$ cat config.mk
export PLATFORM = sky130hd
export DESIGN_NAME = ram64x16_ctrl
export DESIGN_NICKNAME = d
export VERILOG_FILES = /design/src/rtl/ram64x16_ctrl.sv
export SDC_FILE = /design/constraint.sdc
export NUM_CORES = 1
export LEC_CHECK = 0
export CORE_ASPECT_RATIO = 2
export CORE_MARGIN = 5
export CORE_UTILIZATION = 43
export CTS_CLUSTER_DIAMETER = 150
export DETAILED_ROUTE_END_ITERATION = 8
export MAX_ROUTING_LAYER = met4
export PLACE_DENSITY = 0.85
export SLEW_MARGIN = 20
export SYNTH_ARGS = -nofsm -noshare
export SYNTH_HDL_FRONTEND = slang
export SYNTH_SLANG_ARGS = --single-unit
$ cat constraint.sdc
create_clock -name clk -period 3.3 [get_ports clk]
set_input_delay 0.66 -clock clk [delete_from_list [all_inputs] [get_ports clk]]
set_output_delay 0.66 -clock clk [all_outputs]
set_load 0.05 [all_outputs]
$ cat src/rtl/ram64x16_ctrl.sv
// Clocked request sequencer for the ram64x16 asynchronous SRAM.
// Each request becomes a registered SETUP / STROBE / HOLD strobe sequence.
module ram64x16_ctrl #(
  parameter int ADDR_W     = 6,
  parameter int DATA_W     = 16,
  parameter int STROBE_CYC = 2
) (
  input  logic              clk,
  input  logic              rst,
  input  logic              req_valid,
  output logic              req_ready,
  input  logic              req_we,
  input  logic [ADDR_W-1:0] req_adrs,
  input  logic [DATA_W-1:0] req_wdata,
  output logic [DATA_W-1:0] rdata,
  output logic              rd_valid,
  output logic              wr_done,
  output logic [ADDR_W-1:0] adrs,
  output logic [DATA_W-1:0] ram_din,
  output logic              ram_din_oe,
  input  logic [DATA_W-1:0] ram_dout,
  output logic              _ce,
  output logic              _we,
  output logic              _oe
);

  if (STROBE_CYC < 1) begin : g_strobe_cyc_check
    $error("STROBE_CYC must be at least 1");
  end

  localparam int CNT_W = (STROBE_CYC > 1) ? $clog2(STROBE_CYC) : 1;

  typedef enum logic [1:0] {IDLE, SETUP, STROBE, HOLD} state_e;

  state_e              state_q, state_d;
  logic [CNT_W-1:0]    cnt_q, cnt_d;
  logic                we_q, we_d;
  logic [ADDR_W-1:0]   adrs_q, adrs_d;
  logic [DATA_W-1:0]   din_q, din_d;
  logic [DATA_W-1:0]   rdata_q, rdata_d;
  logic                ce_n_q, ce_n_d;
  logic                we_n_q, we_n_d;
  logic                oe_n_q, oe_n_d;
  logic                din_oe_q, din_oe_d;
  logic                rd_valid_q, rd_valid_d;
  logic                wr_done_q, wr_done_d;
  logic                ready_q, ready_d;

  always_comb begin
    state_d = state_q;
    cnt_d   = cnt_q;
    we_d    = we_q;
    adrs_d  = adrs_q;
    din_d   = din_q;
    rdata_d = rdata_q;

    case (state_q)
      IDLE: begin
        if (req_valid && ready_q) begin
          state_d = SETUP;
          we_d    = req_we;
          adrs_d  = req_adrs;
          din_d   = req_wdata;
        end
      end
      SETUP: begin
        state_d = STROBE;
        cnt_d   = CNT_W'(STROBE_CYC - 1);
      end
      STROBE: begin
        if (cnt_q == '0) begin
          state_d = HOLD;
          if (!we_q) rdata_d = ram_dout;
        end else begin
          cnt_d = cnt_q - CNT_W'(1);
        end
      end
      HOLD:    state_d = IDLE;
      default: state_d = IDLE;
    endcase

    // Every output is decoded from the next state so it leaves a flop cleanly.
    ce_n_d     = (state_d == IDLE);
    we_n_d     = !((state_d == STROBE) && we_d);
    oe_n_d     = !((state_d == STROBE) && !we_d);
    din_oe_d   = (state_d != IDLE) && we_d;
    rd_valid_d = (state_d == HOLD) && !we_d;
    wr_done_d  = (state_d == HOLD) && we_d;
    ready_d    = (state_d == IDLE);
  end

  always_ff @(posedge clk) begin
    if (rst) begin
      state_q    <= IDLE;
      cnt_q      <= '0;
      we_q       <= 1'b0;
      adrs_q     <= '0;
      din_q      <= '0;
      rdata_q    <= '0;
      ce_n_q     <= 1'b1;
      we_n_q     <= 1'b1;
      oe_n_q     <= 1'b1;
      din_oe_q   <= 1'b0;
      rd_valid_q <= 1'b0;
      wr_done_q  <= 1'b0;
      ready_q    <= 1'b0;
    end else begin
      state_q    <= state_d;
      cnt_q      <= cnt_d;
      we_q       <= we_d;
      adrs_q     <= adrs_d;
      din_q      <= din_d;
      rdata_q    <= rdata_d;
      ce_n_q     <= ce_n_d;
      we_n_q     <= we_n_d;
      oe_n_q     <= oe_n_d;
      din_oe_q   <= din_oe_d;
      rd_valid_q <= rd_valid_d;
      wr_done_q  <= wr_done_d;
      ready_q    <= ready_d;
    end
  end

  assign req_ready  = ready_q;
  assign rdata      = rdata_q;
  assign rd_valid   = rd_valid_q;
  assign wr_done    = wr_done_q;
  assign adrs       = adrs_q;
  assign ram_din    = din_q;
  assign ram_din_oe = din_oe_q;
  assign _ce        = ce_n_q;
  assign _we        = we_n_q;
  assign _oe        = oe_n_q;

endmodule

==> qor.yml <==
outcome:
  result_of_the_run: "completed"
floorplan:
  area_of_the_die_mm2: 0.00556
  die_width_um: 55.3
  floorplan.die.height_um: 101
  ioPinCount: 87
  coreArea_mm2: 0.00405
  initial_core_util: 0.436
  row_count: 33
routing:
  antenna_violating_nets_post_route: 0
  post_drt_wl_per_cell_um: 14.2
  dr.pass1.iters: 4
  routed_wl_mm: 4.86
  routed_via_density: 4.90
  route.vias.total: 1680
  remaining_drc_errors: 0
  detail_route.iter0.violations: 33
worst_setup_path:
  critical_path.cell_chain: "clkdlybuf4s50_1"
  rr_worst_depth: 5
  path_max_fanout: 5
  worstSetupEndpointType: "primary output"
  path_delay_family: "buffers and inverters"
  criticalPathCategory: "register to primary output"
  critPathLaunchType: "register"
  timing.critical_path.buf_inv: 1
  crit-reg2reg-capture: "rdata[9]"
  cp_slowest_cell: "sky130_fd_sc_hd__clkdlybuf4s50_1"
  crit_path_end: "req_ready"
  worstSetupStartpoint: "req_ready"
  worst_path_largest_cell_delay_ns: 0.82
  rrSetupSlack_ns: 1.43
  critical_path_arrival_ns: 1.49
  timing.critical_path.depth: 1
  reg2reg_from: "state_q[0]"
  required_ns: 2.64
placed_design:
  placed_area_mm2: 0.00263
  place_ws_ns: 1.03
  io_buffers: 86
  placedCellCount: 335
  dp_hpwl_mm: 3.75
  place_congestion: 0.866
yosys:
  ys.warnings.count: 0
  synthCells: 207
  synth.cell_area_mm2: 0.00176
  synth_seq_area_share: 0.556
  post_synthesis_net_count: 253
  ys_async_sr_fraction: 0
  synth.lib_cells_used.distinct: 27
  synth_edf_count: 0
  ys_seq_elements: 49
  ys.flop_type: "sky130_fd_sc_hd__dfxtp_1"
  synth_area_leaders: "sky130_fd_sc_hd__dfxtp_1 (56%), sky130_fd_sc_hd__nand2_1 (16%), sky130_fd_sc_hd__a21oi_1 (11%)"
  syn_area_per_cell_um2: 8.52
  synth_largest_type_area_fraction: 0.556
  synthDominantAreaCellType: "sky130_fd_sc_hd__dfxtp_1"
  leading_post_synthesis_cells_by_instance_count: "sky130_fd_sc_hd__nand2_1 (76), sky130_fd_sc_hd__dfxtp_1 (49), sky130_fd_sc_hd__a21oi_1 (39), sky130_fd_sc_hd__clkbuf_1 (7), sky130_fd_sc_hd__ha_1 (4)"
  post-synth-top-count-cell: "sky130_fd_sc_hd__nand2_1"
clocking:
  clock_sinks: 49
  cts.root.buffer_cell: "sky130_fd_sc_hd__clkbuf_8"
  cts_max_level: 2
  number_of_gates_resized_after_cts: 0
  clk_transition_reported_paths_ns: 0.09
  clock_tree_buf_depth: 2
  tritoncts_clock_tree: "done"
  number_of_buffers_inserted_during_clock_tree_synthesis: 5
  clock_latency_ns: 0.29
  post_cts_setup_buffer_count: 0
  cts_hold_buffers: 0
timing:
  fin_crit_sh: 0.651
  period_minus_slack_ns: 2.15
  final-hold-violation-count: 0
  finalSetupTns_ns: 0
  max_freq_mhz: 466
  maxSlewViolCount: 0
  setup_viol_count_final: 0
  clock_skew_ns: 0.00848
  layout_setup_ws_ns: 1.15
  slew_headroom: 0.361
  tightest_slew_ns: 0.954
  whs_ns: 0.458
  grt_setup_unrepaired: "no"
grt:
  grt_util_all_layers: 0.178
  maximum_number_of_pins_on_one_net_before_global_route_repair: 31
  wire_length_of_the_first_global_routing_pass_mm: 7.49
  grt_antenna_before_repair: 0
  globalRouteOverflowTotal: 0
  grt_pass1_vias: 1625
finish:
  final-instance-count-excl-fill: 343
  area_growth_syn_to_layout_pct: 56.8
  non_filler_cell_area_final_mm2: 0.00276
  drive_above_1_share: 0.0447
  finish.utilization: 0.683
  n_antenna_cell: 0
  finish.net_count: 336
power:
  p_leak_nw: 0.998
  ir_drop_v: 0.000479
  total_power_consumption_of_the_routed_design_mw: 2.07
  power-per-cell-area_mw_per_mm2: 749
min_path:
  min_delay_path_depth: 2
  hold_class: "register to register"
run:
  max-cap-violations: 0
worst min-delay path: stages, from the launching register on:
cell and delay (ns):
sky130_fd_sc_hd__dfxtp_1 0.32, sky130_fd_sc_hd__nand2_1 0.05, sky130_fd_sc_hd__a21oi_1 0.05
report_power, final:
group	total [mW]	switching, mW	internal, mW
clock	0.486	0.185	0.301
combinational	0.834	0.542	0.292
sequential	0.750	0.0600	0.690
total	2.07	0.787	1.28
layout make-up:
class                           instances  area (um^2)
Timing Repair Buffer                   88          876
Clock buffer                            5         68.8
Sequential cell                        49          981
Fill cell                             365         1280
Multi-Input combinational cell        143          697
Clock inverter                          3         65.1
Tap cell                               52         65.1
Inverter                                3         11.3
metal layers:
layer / part of all wire / vias to the layer above / GRT usage
li1: - / 840 / -
met2: 0.57 / 68 / 0.337
met3: 0.049 / 9 / 0.0333
met1: 0.36 / 763 / 0.167
met5: 0 / - / -
met4: 0.026 / 0 / 0.0899
worst min-delay path by stage:
stage	slack [ns]	to	from
2_1_floorplan	0.51	cnt_q	cnt_q
4_1_cts	0.46	rdata[5]	rdata[5]
5_1_grt	0.48	rdata[2]	rdata[2]
6_report	0.46	adrs[2]	adrs[2]
3_3_place_gp	0.44	rdata[12]	rdata[12]
3_5_place_dp	0.45	rdata[5]	rdata[5]
registers in the layout (all words and copies together) (netlist names):
name,flops
_ce,1
_oe,1
_we,1
adrs,6
cnt_q,1
ram_din,16
ram_din_oe,1
rd_valid,1
rdata,16
req_ready,1
state_q,2
we_q,1
wr_done,1
cells by family (layout without fill, tap and decap cells):
kind of cell,Yosys count,in the layout,share of synthesized area
simple gates,95,95,0.231
buf+inv,15,99,0.0483
mux,1,1,0.00568
compound gates,43,43,0.131
flops,49,49,0.556
fa+ha+maj,4,4,0.0284
layout by cell type, fill, tap and decap left out:
cell                              instances
sky130_fd_sc_hd__a211o_2                  1
sky130_fd_sc_hd__a211oi_1                 1
sky130_fd_sc_hd__a21o_1                   1
sky130_fd_sc_hd__a21oi_1                 39
sky130_fd_sc_hd__and3_1                   3
sky130_fd_sc_hd__and3b_1                  1
sky130_fd_sc_hd__buf_4                    2
sky130_fd_sc_hd__bufinv_16                2
sky130_fd_sc_hd__clkbuf_8                 5
sky130_fd_sc_hd__clkdlybuf4s50_1         86
sky130_fd_sc_hd__clkinv_2                 1
sky130_fd_sc_hd__dfxtp_1                 49
sky130_fd_sc_hd__ha_1                     4
sky130_fd_sc_hd__inv_1                    3
sky130_fd_sc_hd__mux2i_1                  1
sky130_fd_sc_hd__nand2_1                 76
sky130_fd_sc_hd__nand2_2                  1
sky130_fd_sc_hd__nand3_1                  1
sky130_fd_sc_hd__nand4_1                  1
sky130_fd_sc_hd__nand4b_1                 1
sky130_fd_sc_hd__nor2_1                   3
sky130_fd_sc_hd__nor2b_1                  1
sky130_fd_sc_hd__nor3_1                   2
sky130_fd_sc_hd__nor3b_2                  1
sky130_fd_sc_hd__nor4_1                   2
sky130_fd_sc_hd__o32a_1                   1
sky130_fd_sc_hd__or3_1                    1
sky130_fd_sc_hd__or3b_1                   1
No activity file was read; power rests on OpenSTA's default activity.
==> RTL change, RTL diff (config.mk and constraints unchanged) <==
`din_q` no longer has a reset.
--- a/src/rtl/ram64x16_ctrl.sv
+++ b/src/rtl/ram64x16_ctrl.sv
@@ -96,5 +96,4 @@
       we_q       <= 1'b0;
       adrs_q     <= '0;
-      din_q      <= '0;
       rdata_q    <= '0;
       ce_n_q     <= 1'b1;
@@ -110,5 +109,4 @@
       we_q       <= we_d;
       adrs_q     <= adrs_d;
-      din_q      <= din_d;
       rdata_q    <= rdata_d;
       ce_n_q     <= ce_n_d;
@@ -120,4 +118,8 @@
       ready_q    <= ready_d;
     end
+  end
+
+  always_ff @(posedge clk) begin
+    din_q <= din_d;
   end
 
Check against the original RTL: differs if rst is asserted again (counterexample within 4 cycles, from zero or initial values and one cycle with rst high); with rst held inactive, the same outputs for 10 cycles.
==> RTL change against the original RTL <==
Design area down 2.7%. Sequential power is 4.7% higher. Worst setup slack lost 17 ps. Synthesized cell count down 26%. Power decreased by 4.5%. Hold slack got worse by 1.6 ps. Wire length is 9.2% lower. Sequential cell count unchanged. Clock power is 17% lower. Area after synthesis is 3.5% lower. Largest cell class unchanged.
==> RTL change: results (changes against the original RTL) <==
Parameter                              Value

Worst setup path
  Setup slack on the worst flop-to-flop path ... 1480 ps (+50 ps)
  Highest fanout seen on the critical path ... 4 (-1)
  Crit Reg-Reg Endpoint ... ram_din[15]
  Count of cells along the worst register-to-register path ... 4 (-1)

Run status
  Status ... finished clean

Cells and area
  Clock tree buffer count of the final layout ... 6 (+1)
  Non-clock buffer contribution to total cell area ... 32.28% (+0.59 points)
  Number of multi-input combinational cells ... 94 (-34%)
  Total Nets Final ... 287 (-15%)
  Non-Clock Buffer Count ... 87 (-1.1%)
  Register fraction of the total cell area ... 42.42% (+6.9 points)
  Filler cells ... 312 (-15%)
  Share of cell area taken by multi-input logic gates ... 18.42% (-6.8 points)
  Count of inverters other than clock inverters in the layout ... 4 (+1)

Yosys
  Top cells by area in the synthesized netlist ... sky130_fd_sc_hd__dfxtp_1, sky130_fd_sc_hd__edfxtp_1, sky130_fd_sc_hd__nand2_1
  Synth Instances ... 153 (-26%)
  Number of flops mapped to enable cells by yosys ... 16 (+16)
  Part of the Yosys area used for sequential elements ... 67.11% (+11 points)
  Post-synthesis cell type count ... 28 (+3.7%)
  Nets in the synthesized netlist ... 199 (-21%)

Timing
  Worst-case clock skew ... 2.740 ps (-5.735 ps)
  Timing-limited maximum frequency ... 461.9 MHz (-0.78%)
  Worst slew pin tran ... 932.4 ps (-21.63 ps)

Floorplanning
  Die width ... 54.47 µm (-1.5%)

Global routing
  Global routing usage on met2 ... 34.35% (+0.68 points)
  Total global-route track usage ... 18.15% (+0.35 points)
  Vias in the first global route ... 1,371 (-16%)
  Met3 Resource Use GR ... 5.144% (+1.8 points)
  Global-route wire length before repair ... 6693 µm (-11%)
  Overflow left after global routing ... 0 (unchanged)
  Pin count of the biggest net entering global routing ... 23 (-26%)

Placement
  Placed wire-length estimate after detailed placement ... 3477 µm (-7.2%)
  Placed Area ... 2584 µm² (-1.8%)
  GP Congestion ... 0.7471 (-14%)
  Post-placement worst setup slack ... 974.8 ps (-55.88 ps)

Drt
  Sum of met3 wire segment lengths after detailed routing ... 258 µm (+7.5%)
  Met1 Wirelength ... 1319 µm (-24%)
  WL per Instance ... 15.08 µm (+6.3%)
  Starting DRC count in detailed routing ... 19 (-42%)
  Wire length on met2 ... 2709 µm (-2.1%)
  Total wire length ... 4417 µm (-9.2%)

Pwr
  Maximum VDD drop ... 0.4629 mV (-3.4%)
  Power per unit of standard cell area ... 735.3 nW/µm² (-1.8%)
  Leakage power ... 0.9634 nW (-3.5%)
==> RTL change: logic make-up (layout without fill, tap and decap cells) <==
group	Yosys count	after routing	synth area share, %
compound gates	27	27	8.830
fa+ha+maj	4	4	2.943
buf+inv	10	99	3.752
flops	49	49	67.11
mux	1	1	0.5887
simple gates	62	62	16.78
==> RTL change: how the worst min path moves through the flow <==
stage                   start        end  slack, ps  depth (start not counted)
detailed placement   rdata[7]   rdata[7]        450                          2
global route        rdata[15]  rdata[15]        480                          2
finish               rdata[7]   rdata[7]        460                          2
floorplan               cnt_q      cnt_q        510                          2
CTS                  rdata[7]   rdata[7]        460                          2
global placement     rdata[7]   rdata[7]        440                          2
==> RTL change: where the power goes <==
part / internal, mW / switching, mW / leakage, nW / total, mW
combinational: 0.271 / 0.517 / 0.496 / 0.788
clock: 0.224 / 0.181 / 0.0528 / 0.405
sequential: 0.735 / 0.0503 / 0.415 / 0.785
total: 1.23 / 0.749 / 0.963 / 1.98
